**config.mk**
```make
export PLATFORM = sky130hd
export DESIGN_NAME = chroma_fade_sequencer
export DESIGN_NICKNAME = d
export VERILOG_FILES = /design/src/rtl/chroma_fade_sequencer.sv
export SDC_FILE = /design/constraint.sdc
export NUM_CORES = 1
export LEC_CHECK = 0
export BUFFER_PORTS_ARGS = -buffer_cell sky130_fd_sc_hd__buf_2
export CAP_MARGIN = 25
export CORE_MARGIN = 2
export CORE_UTILIZATION = 55
export CTS_BUF_LIST = sky130_fd_sc_hd__clkbuf_8
export DETAILED_ROUTE_END_ITERATION = 10
export PLACE_DENSITY = 0.77
export SYNTH_ARGS = -nofsm -noshare
export SYNTH_HDL_FRONTEND = slang
export SYNTH_SLANG_ARGS = --single-unit
export TNS_END_PERCENT = 50
```
**constraint.sdc**
```tcl
create_clock -name iCLK27 -period 5.3 [get_ports iCLK27]
set_clock_uncertainty 0.1 [all_clocks]
set_input_delay 0.795 -clock iCLK27 [delete_from_list [all_inputs] [get_ports iCLK27]]
set_output_delay 0.795 -clock iCLK27 [all_outputs]
set_load 0.05 [all_outputs]
```
**src/rtl/chroma_fade_sequencer.sv**
```systemverilog
// chroma_fade_sequencer: bus-programmable alpha fade and green-threshold
// controller for the chroma-key blend stage. Alpha and threshold changes are
// applied only on the vsync falling edge, so each frame sees a single value.
module chroma_fade_sequencer #(
  parameter logic [9:0] ALPHA_RST = 10'h3FF,
  parameter logic [9:0] THR_RST   = 10'h1FF
) (
  input  logic        iCLK27,
  input  logic        iRST_N,
  input  logic        iVSYNC_N,
  input  logic [1:0]  iAddress,
  input  logic        iWrite,
  input  logic [31:0] iWriteData,
  input  logic        iRead,
  output logic [31:0] oReadData,
  output logic [9:0]  oTransparencia,
  output logic [9:0]  oThreshold,
  output logic        oBusy,
  output logic        oIrq
);

  typedef enum logic [1:0] {
    S_IDLE = 2'd0,
    S_RUN  = 2'd1,
    S_DONE = 2'd2
  } state_t;

  state_t r_state, w_state_nxt;

  // programmed registers
  logic [9:0]  r_target, r_step, r_thr;
  logic [7:0]  r_div;
  logic        r_irq_en, r_irq_pend;
  // parameters latched at start, so mid-run writes do not disturb the fade
  logic [9:0]  r_act_target, r_act_step;
  logic [7:0]  r_act_div;
  logic [7:0]  r_frame_cnt;
  logic [9:0]  r_alpha, r_thr_out;
  logic [31:0] r_rdata;

  logic r_vs_meta, r_vs_sync, r_vs_prev;
  logic w_frame_tick;

  logic w_wr_ctrl, w_start, w_abort, w_irq_clr;
  logic w_capture, w_apply, w_cnt_inc, w_set_pend;
  logic w_div_hit, w_up;
  logic [10:0] w_sum, w_dif;
  logic [9:0]  w_alpha_step;

  // vsync is idle high, so the synchroniser resets high to avoid a false tick
  always_ff @(posedge iCLK27 or negedge iRST_N) begin
    if (!iRST_N) begin
      r_vs_meta <= 1'b1;
      r_vs_sync <= 1'b1;
      r_vs_prev <= 1'b1;
    end else begin
      r_vs_meta <= iVSYNC_N;
      r_vs_sync <= r_vs_meta;
      r_vs_prev <= r_vs_sync;
    end
  end

  assign w_frame_tick = r_vs_prev & ~r_vs_sync;

  assign w_wr_ctrl = iWrite && (iAddress == 2'd0);
  assign w_abort   = w_wr_ctrl & iWriteData[1];
  assign w_start   = w_wr_ctrl & iWriteData[0] & ~iWriteData[1];
  assign w_irq_clr = w_wr_ctrl & iWriteData[3];

  // one saturating step toward the target; 11-bit math catches over/underflow
  always_comb begin
    w_sum = {1'b0, r_alpha} + {1'b0, r_act_step};
    w_dif = {1'b0, r_alpha} - {1'b0, r_act_step};
    w_up  = r_act_target > r_alpha;
    if (w_up)
      w_alpha_step = (w_sum > {1'b0, r_act_target}) ? r_act_target : w_sum[9:0];
    else
      w_alpha_step = (w_dif[10] || (w_dif[9:0] < r_act_target)) ? r_act_target : w_dif[9:0];
  end

  assign w_div_hit = (r_frame_cnt == (r_act_div - 8'd1));

  // FSM state register
  always_ff @(posedge iCLK27 or negedge iRST_N) begin
    if (!iRST_N) r_state <= S_IDLE;
    else         r_state <= w_state_nxt;
  end

  // FSM next state and datapath controls; abort overrides everything
  always_comb begin
    w_state_nxt = r_state;
    w_capture   = 1'b0;
    w_apply     = 1'b0;
    w_cnt_inc   = 1'b0;
    w_set_pend  = 1'b0;
    case (r_state)
      S_IDLE: begin
        if (w_start) begin
          w_capture   = 1'b1;
          w_state_nxt = (r_target == r_alpha) ? S_DONE : S_RUN;
        end
      end
      S_RUN: begin
        if (w_frame_tick) begin
          if (w_div_hit) begin
            w_apply = 1'b1;
            if (w_alpha_step == r_act_target) w_state_nxt = S_DONE;
          end else begin
            w_cnt_inc = 1'b1;
          end
        end
      end
      S_DONE: begin
        w_set_pend  = 1'b1;
        w_state_nxt = S_IDLE;
      end
      default: w_state_nxt = S_IDLE;
    endcase
    if (w_abort) begin
      w_state_nxt = S_IDLE;
      w_capture   = 1'b0;
      w_apply     = 1'b0;
      w_cnt_inc   = 1'b0;
      w_set_pend  = 1'b0;
    end
  end

  // fade datapath: active parameters, frame divider, alpha
  always_ff @(posedge iCLK27 or negedge iRST_N) begin
    if (!iRST_N) begin
      r_act_target <= 10'd0;
      r_act_step   <= 10'd1;
      r_act_div    <= 8'd1;
      r_frame_cnt  <= 8'd0;
      r_alpha      <= ALPHA_RST;
    end else begin
      if (w_capture) begin
        r_act_target <= r_target;
        r_act_step   <= r_step;
        r_act_div    <= r_div;
        r_frame_cnt  <= 8'd0;
      end else if (w_apply) begin
        r_frame_cnt  <= 8'd0;
      end else if (w_cnt_inc) begin
        r_frame_cnt  <= r_frame_cnt + 8'd1;
      end
      if (w_apply) r_alpha <= w_alpha_step;
    end
  end

  // bus-writable registers; zero step/div are stored as 1 so a fade always moves
  always_ff @(posedge iCLK27 or negedge iRST_N) begin
    if (!iRST_N) begin
      r_target <= 10'd0;
      r_step   <= 10'd1;
      r_div    <= 8'd1;
      r_thr    <= THR_RST;
      r_irq_en <= 1'b0;
    end else if (iWrite) begin
      case (iAddress)
        2'd0: r_irq_en <= iWriteData[2];
        2'd1: r_target <= iWriteData[9:0];
        2'd2: begin
          r_step <= (iWriteData[9:0] == 10'd0) ? 10'd1 : iWriteData[9:0];
          r_div  <= (iWriteData[23:16] == 8'd0) ? 8'd1 : iWriteData[23:16];
        end
        default: r_thr <= iWriteData[9:0];
      endcase
    end
  end

  // interrupt pending: the DONE set beats a simultaneous clear
  always_ff @(posedge iCLK27 or negedge iRST_N) begin
    if (!iRST_N)         r_irq_pend <= 1'b0;
    else if (w_set_pend) r_irq_pend <= 1'b1;
    else if (w_irq_clr)  r_irq_pend <= 1'b0;
  end

  // threshold shadow: programmed value reaches the datapath on the frame edge
  always_ff @(posedge iCLK27 or negedge iRST_N) begin
    if (!iRST_N)           r_thr_out <= THR_RST;
    else if (w_frame_tick) r_thr_out <= r_thr;
  end

  // registered read mux, data valid the cycle after iRead
  always_ff @(posedge iCLK27 or negedge iRST_N) begin
    if (!iRST_N) begin
      r_rdata <= 32'd0;
    end else if (iRead) begin
      case (iAddress)
        2'd0:    r_rdata <= {28'd0, r_irq_pend, r_irq_en, r_state};
        2'd1:    r_rdata <= {22'd0, r_target};
        2'd2:    r_rdata <= {8'd0, r_div, 6'd0, r_step};
        default: r_rdata <= {22'd0, r_thr};
      endcase
    end
  end

  assign oReadData      = r_rdata;
  assign oTransparencia = r_alpha;
  assign oThreshold     = r_thr_out;
  assign oBusy          = (r_state != S_IDLE);
  assign oIrq           = r_irq_pend & r_irq_en;

endmodule

```
# --- Word level (Yosys, flattened, before mapping) ---
# Index checks and enable logic that the tools add are counted.
word_totals:
  reg_bits: 133
  in_bits: 39
  out_inout_bits: 54
  wordCells: 90
op_classes:
  add_sub_neg: 4
  magnitude_cmp: 3
  eq_ne: 11
  mux: 31
  bitwise: 9
  n_reduce_logical: 15
ops:
  columns: ["cell", "count"]
  rows:
  - ["$pmux 24 s3", 1]
  - ["$mux 10", 4]
  - ["$mux 8", 4]
  - ["$eq 10x10->1", 2]
  - ["$mux 1", 15]
  - ["$mux 2", 6]
  - ["$ne 3x3->1 const B", 4]
  - ["$add 10x10->11", 1]
  - ["$gt 11x10->1", 1]
  - ["$sub 10x10->11", 1]
  - ["$gt 10x10->1", 1]
  - ["$logic_not 10->1", 1]
  - ["$lt 10x10->1", 1]
  - ["$add 8x1->8 const B", 1]
  - ["$eq 8x8->1", 1]
  - ["$logic_not 8->1", 1]
  - ["$reduce_and 2->1", 4]
  - ["$sub 8x1->8 const B", 1]
  - ["$and 1x1->1", 6]
  - ["$eq 2x1->1 const B", 2]
  - ["$eq 2x2->1 const B", 2]
  - ["$logic_not 2->1", 2]
  - ["$pmux 2 s2", 1]
  - ["$reduce_and 4->1", 1]
  - ["other kinds (6)", 9]

# --- Depth between registers and ports, before layout ---
# Gate-level depths: netlist (run 1).
depth:
  depth_word: 11
  depth_mapped: 19
  depth_no_buf: 17

# --- Worst setup path after synthesis (run 1) ---
# OpenSTA, ideal clock, no wires.
synth_timing:
  kind: "register to register"
  from: "register r_alpha[0], in the netlist oTransparencia[0]"
  to: "register r_alpha[5], in the netlist oTransparencia[5]"
  setup_ns: 0.085
  arrival_ns: 4.007
  t_required_ns: 5.115
  setup_slack_ns: 1.109
  path_stages_with_launch: 17
  n_path_buf: 0
  period_less_slack_ns: 4.191
  path_cell_list: "dfstp_2 > ha_1 > inv_1 > fa_1 > or2_4 > a221oi_4 > o22ai_2 > xnor2_1 > inv_1 > ha_1 > a21o_1 > a21oi_1 > o21ai_0 > o31ai_1 > nand4b_4 > o221a_2 > mux2_1"
synth_between:
  elab_chain_cells: 5
  word_cells_on_any_way: 9
  classes_between: "2 x add/sub; 3 x order compare; 3 x mux; 1 x reduce/logical"
synth_rtl:
  columns: ["element", "line", "text"]
  rows:
  - ["start: declaration", "38", "logic [9:0] r_alpha, r_thr_out;"]
  - ["start signal: assignment", "147", "if (w_apply) r_alpha <= w_alpha_step;"]
  - ["$sub 10x10->11", "73", "w_dif = {1'b0, r_alpha} - {1'b0, r_act_step};"]
  - ["$lt 10x10->1", "78", "w_alpha_step = (w_dif[10] || (w_dif[9:0] < r_act_target)) ? r_act_target : w_dif[9:0];"]
  - ["$logic_or 1x1->1", "78", null]
  - ["$mux 10", "78", null]
  - ["$mux 10 (*)", "75", "if (w_up)"]
# Every way passes the cells marked *; elsewhere a longest branch is shown, timed or not.
# A chain may end at the register's enable or synchronous reset.

# --- Final worst setup path (run 1) ---
layout_timing:
  from: "register r_alpha[0], in the netlist oTransparencia[0]"
  to: "register r_alpha[0], in the netlist oTransparencia[0]"
# The elaborated chain is that of the path after synthesis.

==> key figures, run 1 <==
Status
  • Outcome: finished clean

Clock network
  • Clk sinks: 119
  • # hold bufs at CTS: 0
  • H-Tree Level Count: 4
  • Clock latency on the worst-skew pair: 0.43 ns
  • CTS clock-pin slew for the worst setup and hold paths: 0.08 ns
  • Clock Tree Root: clkbuf_8
  • TritonCTS clock tree: yes
  • Resized Gates After CTS: 0
  • Post-CTS setup buffer count: 0
  • CTS Buf Count: 17
  • Clock Tree Buf Depth: 2

Synth
  • Cell taking the most area after synthesis: dfrtp_1
  • Cells after Synth: 744
  • Post-synth ARST share: 1.00
  • Synthesis Warnings: 0
  • XOR/XNOR Fraction of Synth Area: 0.0685
  • Largest cells by area after synthesis: dfrtp_1 28%, dfstp_2 12%, mux2_2 8.6%
  • Syn_area_per_cell: ~10 sq um
  • Netlist cell types: between 80 and 90
  • Seq/Total Area, Yosys: 0.403
  • Post-synthesis cell area: 7500 sq um
  • Largest family of logic cells by synthesized area: simple AND/OR/NAND/NOR gates
  • Compound-Gate Fraction of Synth Area: 0.133
  • Post-synth top cells: 84 x dfrtp_1, 69 x nand2_1, 60 x inv_1
  • Post-synth top area share: 0.280
  • Synth Register Bits: 119
  • Most used DFF post-synth: dfrtp_1
  • Post-synth EDFFs: 0
  • Count leader, synth: dfrtp_1
  • Synth Area in Adders: 0.0904
  • Mux cell area share after synthesis: 0.102
  • Simple-gate share of the synthesized area: 0.140

Timing
  • Setup-failing EPs final: 0
  • Setup TNS Final: 0 ns
  • Final worst path period need: between 4 and 5 ns
  • Worst-Margin Slew: 0.809 ns
  • Final Max Tran Viols: 0
  • Worst Slack Setup Final: 0.791 ns
  • Max_slew headroom: 0.459
  • Final Hold Vio Count: 0
  • Maximum clock rate: 222 MHz
  • Period utilization: 0.851
  • RSZ-0062 raised after global routing: false

Detailed routing
  • Via/cell ratio: about 5.9
  • DRT Pass-1 Iters: 9
  • Wire length per cell: ~18 um
  • Via count: 5820
  • DRT iter0 DRCs: 456
  • DRC violations left: 0
  • ANT nets after route: 0
  • Post-Route WL: approximately 18000 um

Placed design
  • Port Buffer Count: 64
  • Setup Slack @ Placement: between 0.8 and 0.9 ns
  • RD Place Congestion: 0.974
  • Hpwl dp: 13200 um

Power and ir drop
  • PD cells: about 690 nW/um^2
  • Pleak: roughly 3.8 nW
  • Internal: 3.00 mW
  • Seq pwr share: 0.258
  • Worst IR Drop VDD: 370 uV
  • Post-layout total power: 5.75 mW
  • Gate power share: 0.605
  • Switch Pwr: 2.76 mW
  • Clk pwr share: 0.137
  • Switching share of power: 0.479

Setup path
  • CP arrival: between 4 and 5 ns
  • Bufs and invs on worst path: 2
  • CP Class: register to register
  • Crit end category: register
  • Crit path to: oTransparencia[0]$_DFFE_PN1P_
  • Crit path depth: 17
  • RR Endpoint: oTransparencia[0]$_DFFE_PN1P_
  • Reg-to-reg critical path startpoint: oTransparencia[0]$_DFFE_PN1P_
  • CP max stage cell: dfstp_2
  • Crit-path cells: ha_1 > inv_1 > fa_1 > or2_4 > a221oi_4 > o22ai_2 > xnor2_1 > inv_1 > ha_1 > a21o_1 > a21oi_1 > o21ai_0 > o31ai_1 > nand4b_4 > nand2_4 > mux2_4 > mux2i_1
  • R2r worst-path depth: 17
  • CP required: between 5 and 6 ns
  • CP startpoint: oTransparencia[0]$_DFFE_PN1P_
  • CP peak stage delay: 0.59 ns
  • Critical path fanouts, max: 8
  • Slack of the worst reg-to-reg path: just under 0.8 ns
  • Top Family by Delay on Critical Path: compound AO/OA/AOI/OAI gates
  • Crit path launch type: register

Floorplanning
  • FP Rows: 42
  • Core area: 13300 sq um
  • Initial Util: 0.564
  • I/O pins: 93
  • Die height: 121 um
  • Die Wd: about 120 um
  • Die area: 14600 sq um

Hold path
  • Hold Crit Class: input pin to asynchronous set/reset pin

Cells and area
  • Share of cells above drive strength 1: 0.260
  • P&R area growth vs syn: 10.4%
  • Ant diodes: 0
  • Nets@finish: just under 900
  • Area of the multi-input gates: about 4100 sq um
  • Register Area: 3020 sq um
  • # fillers: 1056

Global route
  • Initial antenna violation count: 0
  • Grt ovf: 0
  • First-pass GRT wire length: 28700 um
  • Vias in the first global route: 5709
  • Largest net degree at the start of global routing: 88
  • Tot GR Track Use: 0.252

Job
  • Max cap viols: 0
## layout make-up
class / instances / area share
Inverter: 60 / 0.0272
Timing Repair Buffer: 68 / 0.0450
Clock buffer: 17 / 0.0283
Tap cell: 176 / 0.0266
Sequential cell: 119 / 0.365
Multi-Input combinational cell: 535 / 0.491
Clock inverter: 15 / 0.0175
## cell usage in the layout, fill, tap and decap left out, types with 4 or more instances in the layout
cell type,n
inv_1,61
buf_4,4
nand3_1,19
xnor2_1,28
nor3b_1,7
a21o_1,8
dfrtp_1,84
conb_1,14
clkinvlp_4,4
nor4_1,8
o21a_1,4
a22oi_1,7
mux4_2,4
a31oi_1,5
mux2_2,57
o21ai_0,50
a21oi_1,24
and3_1,9
nand4_1,9
ha_1,51
clkbuf_8,17
nor2b_1,12
nor3_1,17
nor2_1,23
inv_6,5
dfstp_2,35
nand2_1,69
o31ai_1,7
buf_2,63
xor2_1,23
## state kept, by name (all words and copies together), names as in the netlist, 8 cells and up
register / count
oReadData: 18
oTransparencia: 10
r_target: 10
oThreshold: 10
r_act_div: 8
r_div: 8
r_frame_cnt: 8
r_step: 10
r_thr: 10
r_act_target: 10
r_act_step: 10
## power by group through the flow
stage | combinational [mW] | sequential, mW | clock [mW]
after global routing | 3.80 | 1.52 | 0.844
after global placement | 3.30 | 1.47 | 0
after CTS | 3.43 | 1.48 | 0.797
after floorplan | 2.49 | 1.67 | 0
final | 3.48 | 1.48 | 0.785
after detailed placement | 3.41 | 1.49 | 0
## routing by layer
metal  global-route usage  up-vias  routed length (um)
li1                     -     2735                   -
met1                0.349     2839                7920
met2                0.396      215                8250
met3               0.0472       31                 960
met4               0.0901        0                 381
met5                    0        -                   0
## worst register-to-register path: cells and delay by family (launching register included)
kind / cells / cell delay [ns]
adders and majority gates: 3 / 0.88
muxes: 2 / 0.45
AOI/OAI and AO/OA: 6 / 1.34
and+or+nand+nor: 3 / 0.72
xor gates and xnor gates: 1 / 0.25
DFF: 1 / 0.59
buffers and inverters: 2 / 0.13
## worst min-delay path by stage
stage,startpoint,end,slack (ns),cells after the start
after floorplan,r_vs_meta$_DFF_PN1_,r_vs_sync$_DFF_PN1_,0.25,0
after CTS,r_vs_meta$_DFF_PN1_,r_vs_sync$_DFF_PN1_,0.26,0
final,iRST_N,r_div[7]$_DFFE_PN0P_,0.15,1
after detailed placement,r_vs_meta$_DFF_PN1_,r_vs_sync$_DFF_PN1_,0.25,0
after global routing,iRST_N,r_div[7]$_DFFE_PN0P_,0.14,1
after global placement,r_vs_meta$_DFF_PN1_,r_vs_sync$_DFF_PN1_,0.25,0
## through the flow
stage / utilization / instance area (sq um) / instances / hold slack (ns)
5_1_grt: 0.623 / 8280 / 990 / 0.139
6_report: 0.623 / 8280 / 990 / 0.152
3_5_place_dp: 0.592 / 7880 / 957 / 0.247
2_1_floorplan: - / 7550 / 757 / 0.245
4_1_cts: 0.621 / 8250 / 989 / 0.263
3_3_place_gp: 0.592 / 7880 / 957 / 0.250
## cell families (layout without fill, tap and decap cells)
kind of cell	count (synthesis)	after routing
other	1	14
xor gates and xnor gates	54	54
buffers and inverters	103	160
muxes	64	64
AOI/OAI and AO/OA	150	150
adders and majority gates	53	53
and+or+nand+nor	200	200
DFF	119	119
Note: power is estimated with default switching activity, not from simulation.
==> inputs of run 2 (changes only) <==
- HOLD_SLACK_MARGIN: unset -> 0.15
- PLACE_DENSITY: 0.77 -> 0.76
==> run 2 against run 1 <==
- non-clock buffer count stayed put
- first-iteration DRC count down 9.4%
- design area rose by 0.32%
- critical path type unchanged
- largest cell class unchanged
==> key figures, run 2 (synthesis results as in run 1) <==
Status
  • Outcome: finished clean

Detailed routing
  • ANT nets after route: 0
  • Via count: 5835
  • DRT iter0 DRCs: between 400 and 500
  • Wire length per cell: approximately 18 um
  • Via/cell ratio: approximately 5.9
  • Post-Route WL: 17600 um
  • DRT Pass-1 Iters: 5
  • DRC violations left: 0

Timing
  • RSZ-0062 raised after global routing: false
  • Final Max Tran Viols: 0
  • Setup-failing EPs final: 0
  • Maximum clock rate: 221 MHz
  • Final worst path period need: 4.52 ns
  • Final Hold Vio Count: 0
  • Setup TNS Final: 0 ns
  • Period utilization: 0.852
  • Worst-Margin Slew: 0.921 ns
  • Max_slew headroom: 0.385

Cells and area
  • # fillers: 1042
  • Largest register FFs: 18
  • P&R area growth vs syn: 10.7%
  • Fin cells: 990
  • Share of cells above drive strength 1: 0.260
  • Ant diodes: 0
  • Commonest non-fill, non-tap cell in the layout: dfrtp_1
  • Nets@finish: 893
  • Most frequent cells in the layout: 84 x dfrtp_1, 69 x nand2_1, 63 x buf_2, 61 x inv_1, 57 x mux2_2

Setup path
  • Crit path launch type: register
  • CP required: between 5 and 6 ns
  • Crit end category: register
  • Slack of the worst reg-to-reg path: 0.78 ns
  • CP startpoint: oTransparencia[0]$_DFFE_PN1P_
  • Crit path to: oTransparencia[0]$_DFFE_PN1P_
  • R2r worst-path depth: 17
  • Critical path fanouts, max: 8
  • Reg-to-reg critical path startpoint: oTransparencia[0]$_DFFE_PN1P_
  • CP Class: register to register
  • RR Endpoint: oTransparencia[0]$_DFFE_PN1P_
  • CP arrival: about 4.8 ns

Clock network
  • Clk sinks: around 120
  • H-Tree Level Count: 4
  • Clock Tree Root: clkbuf_8
  • TritonCTS clock tree: yes
  • Clock latency on the worst-skew pair: 0.45 ns
  • Clock Tree Buf Depth: 2
  • Resized Gates After CTS: 0
  • CTS Buf Count: 17
  • CTS clock-pin slew for the worst setup and hold paths: 0.09 ns
  • # hold bufs at CTS: 0
  • Post-CTS setup buffer count: 0

Hold path
  • Hold Crit Class: input pin to asynchronous set/reset pin

Placed design
  • RD Place Congestion: 0.955
  • Hpwl dp: 13400 um
  • DP Cell Count: 958
  • Port Buffer Count: 64

Floorplanning
  • Die height: 121 um
  • FP Rows: 42
  • I/O pins: 93
  • Initial Util: 0.564
  • Die area: 14600 sq um
  • Core area: 13300 sq um
  • Die Wd: 121 um

Global route
  • First-pass GRT wire length: just under 30000 um
  • Tot GR Track Use: 0.255
  • Vias in the first global route: about 5700
  • Largest net degree at the start of global routing: 51
  • Grt ovf: 0
  • Initial antenna violation count: 0

Power and ir drop
  • Gate power share: 0.598
  • Clk pwr share: 0.146
  • Switch Pwr: about 2.7 mW
  • Switching share of power: 0.473
  • Internal: 3.05 mW
  • Seq pwr share: 0.256
  • Pleak: 3.87 nW
  • PD cells: 697 nW/um^2
  • Worst IR Drop VDD: 346 uV

Job
  • Max cap viols: 0
-- run 2: power groups by stage --
stage	clock [mW]	combinational, mW	sequential [mW]
final	0.844	3.46	1.48
after global routing	0.888	3.81	1.52
after CTS	0.859	3.43	1.48
after detailed placement	0	3.41	1.49
after global placement	0	3.30	1.47
after floorplan	0	2.49	1.67
-- run 2: per-stage QoR --
step            util  power, mW  hold WS (ns)  setup WS [ns]  area, sq um
2_1_floorplan      -       4.16         0.245           1.11         7550
3_3_place_gp   0.592       4.77         0.250          0.887         7880
3_5_place_dp   0.594       4.90         0.247          0.834         7900
4_1_cts        0.625       5.77         0.234          0.774         8310
5_1_grt        0.625       6.22         0.258          0.498         8310
6_report       0.625       5.79         0.222          0.783         8310
-- run 2: routing by layer --
layer / vias up / share of wire / GRT usage
li1: 2735 / - / -
met1: 2882 / 0.45 / 0.360
met2: 195 / 0.47 / 0.407
met3: 23 / 0.058 / 0.0429
met4: 0 / 0.015 / 0.0727
met5: - / 0 / 0
-- run 2: layout make-up --
| type | count | area [sq um] | area share |
|---|---|---|---|
| clock buffer | 17 | 234 | 0.0282 |
| inverter | 60 | 225 | 0.0271 |
| timing repair buffer | 68 | 373 | 0.0449 |
| clock inverter | 15 | 171 | 0.0206 |
| sequential | 119 | 3020 | 0.364 |
| tap | 176 | 220 | 0.0265 |
| multi-input combinational | 535 | 4060 | 0.489 |
-- run 2: how the worst min path moves through the flow --
stage / endpoint / slack (ns) / depth (start not counted)
after floorplan: r_vs_sync$_DFF_PN1_ / 0.25 / 0
after detailed placement: r_vs_sync$_DFF_PN1_ / 0.25 / 0
after global placement: r_vs_sync$_DFF_PN1_ / 0.25 / 0
final: oReadData[21]$_DFFE_PN0P_ / 0.22 / 1
after global routing: oReadData[21]$_DFFE_PN0P_ / 0.26 / 1
after CTS: oReadData[21]$_DFFE_PN0P_ / 0.23 / 1
-- run 2: critical path: stages (launching register included) --
cell and delay (ns):
dfstp_2 0.59, ha_1 0.19, inv_1 0.06, fa_1 0.44, or2_4 0.29, a221oi_4 0.30, o22ai_2 0.15, xnor2_1 0.22
inv_1 0.07, ha_1 0.29, a21o_1 0.16, a21oi_1 0.19, o21ai_0 0.11, o31ai_1 0.42, nand4b_4 0.22, nand2_4 0.18
mux2_4 0.31, mux2i_1 0.14
==> inputs of run 3 (changes only) <==
- PLACE_DENSITY: 0.76 -> 0.77
==> run 3 against run 2 <==
- count of clock-buffer cells in the layout unchanged
- sequential share of layout area up 0.071 points
- total power down 0.74%
- critical path type unchanged
- first-iteration DRC count up 4.4%
- via count down 0.45%
- critical path depth unchanged
- design area down 0.20%
==> key figures, run 3 (synthesis results as in run 1) <==
Power and ir drop
  • Worst IR Drop VDD: 370 uV
  • PD cells: 693 nW/um^2
  • Pleak: between 3 and 4 nW
  • Post-layout total power: about 5.7 mW

Clock network
  • # hold bufs at CTS: 0
  • TritonCTS clock tree: yes
  • CTS clock-pin slew for the worst setup and hold paths: 0.08 ns
  • Clock latency on the worst-skew pair: ~0.43 ns
  • Clk sinks: 119
  • Resized Gates After CTS: 0
  • CTS Buf Count: 17
  • H-Tree Level Count: 4
  • Post-CTS setup buffer count: 0
  • Clock Tree Root: clkbuf_8
  • Clock Tree Buf Depth: 2

Cells and area
  • Ant diodes: 0
  • Nets@finish: 894
  • Most frequent cells in the layout: 84 x dfrtp_1, 69 x nand2_1, 63 x buf_2, 61 x inv_1, 57 x mux2_2
  • P&R area growth vs syn: 10.5%
  • Commonest non-fill, non-tap cell in the layout: dfrtp_1
  • Largest register FFs: 18
  • Share of cells above drive strength 1: 0.260

Detailed routing
  • WL met3: between 900 and 1000 um
  • Top routing layer in use: met4
  • Via count: 5809
  • Met1 wire length: between 7000 and 8000 um
  • ANT nets after route: 0
  • DRT iter0 DRCs: between 400 and 500
  • Wire length per cell: 17.6 um
  • DRT Pass-1 Iters: 8
  • Met2 wire length: a little over 8000 um
  • Via/cell ratio: just under 6
  • Post-Route WL: between 15000 and 20000 um
  • DRC violations left: 0

Setup path
  • CP Class: register to register
  • Crit end category: register
  • Crit-path cells: ha_1 > inv_1 > fa_1 > or2_4 > a221oi_4 > o22ai_2 > xnor2_1 > inv_1 > ha_1 > a21o_1 > a21oi_1 > o21ai_0 > o31ai_1 > nand4b_4 > nand2_4 > mux2_4 > mux2i_1
  • Critical path fanouts, max: 8
  • CP arrival: around 4.8 ns
  • Crit path launch type: register
  • CP required: 5.56 ns
  • CP max stage cell: dfstp_2
  • CP peak stage delay: approximately 0.6 ns

Timing
  • Maximum clock rate: 221 MHz
  • Worst-Margin Slew: 0.797 ns
  • Setup-failing EPs final: 0
  • Max_slew headroom: 0.467
  • Setup TNS Final: 0 ns
  • Final Max Tran Viols: 0
  • RSZ-0062 raised after global routing: false
  • Period utilization: 0.853
  • Final Hold Vio Count: 0
  • Final worst path period need: ~4.5 ns

Status
  • Outcome: finished clean

Floorplanning
  • FP Rows: 42
  • Initial Util: 0.564
  • Core area: 13300 sq um
  • Die height: between 100 and 150 um
  • Die Wd: 121 um
  • Die area: 14600 sq um
  • I/O pins: 93

Placed design
  • Port Buffer Count: 64
  • Hpwl dp: 13200 um
  • RD Place Congestion: just under 1

Global route
  • Initial antenna violation count: 0
  • Vias in the first global route: 5709
  • Grt ovf: 0
  • First-pass GRT wire length: 28700 um
  • Largest net degree at the start of global routing: 88
  • Tot GR Track Use: 0.252

Job
  • Max cap viols: 0

Hold path
  • Hold Crit Class: register to register
run 3: cell types whose count changed in the layout (fill, tap and decap cells not counted), sizes merged:
| cell | before | now |
|---|---|---|
| clkinvlp | 2 | 4 |
| dlygate4sd3 | 0 | 1 |
| clkinv | 4 | 3 |
| bufinv | 2 | 1 |
run 3: routing by layer:
layer	up-vias	global-route usage
met2	207	0.396
met1	2836	0.349
met3	28	0.0472
met4	0	0.0901
met5	-	0
li1	2738	-
run 3: area by class of cell:
class                   instances  area, sq um
well taps                     176          220
clock inverters                15          145
clock buffers                  17          234
flip-flops and latches        119         3020
inverters                      60          225
multi-input cells             535         4060
repair buffers                 69          383
fillers                      1055         5000
run 3: path summary, 6_finish.rpt:
check | start | endpoint | slack [ns] | cells past startpoint
setup / recovery | oTransparencia[0]$_DFFE_PN1P_ | oTransparencia[0]$_DFFE_PN1P_ | 0.78 | 17
hold / removal | r_vs_meta$_DFF_PN1_ | r_vs_sync$_DFF_PN1_ | 0.26 | 0
setup reg to reg | oTransparencia[0]$_DFFE_PN1P_ | oTransparencia[0]$_DFFE_PN1P_ | 0.78 | 17
hold reg to reg | r_vs_meta$_DFF_PN1_ | r_vs_sync$_DFF_PN1_ | 0.26 | 0
max in group asynchronous | iRST_N | oTransparencia[7]$_DFFE_PN1P_ | 3.25 | 4
min in group asynchronous | iRST_N | r_div[7]$_DFFE_PN0P_ | 0.69 | 2
run 3: critical path: cells and delay by family, from the launching register on:
| kind | cells | cell delay (ns) |
|---|---|---|
| compound gates | 6 | 1.35 |
| xor+xnor | 1 | 0.25 |
| fa+ha+maj | 3 | 0.88 |
| buf+inv | 2 | 0.13 |
| flops | 1 | 0.59 |
| mux | 2 | 0.45 |
| simple gates | 3 | 0.72 |
run 3: power by group:
| part | total (mW) | internal (mW) | switching, mW |
|---|---|---|---|
| clock | 0.786 | 0.380 | 0.406 |
| combinational | 3.48 | 1.42 | 2.06 |
| sequential | 1.48 | 1.20 | 0.284 |
run 3: stage by stage:
stage | utilization | std cells | instance area [sq um] | hold slack, ns | setup slack [ns]
after floorplan | - | 757 | 7550 | 0.245 | 1.11
after global placement | 0.592 | 957 | 7880 | 0.250 | 0.894
after detailed placement | 0.592 | 957 | 7880 | 0.247 | 0.858
after CTS | 0.621 | 989 | 8250 | 0.263 | 0.829
after global routing | 0.624 | 991 | 8290 | 0.267 | 0.486
final | 0.624 | 991 | 8290 | 0.262 | 0.780
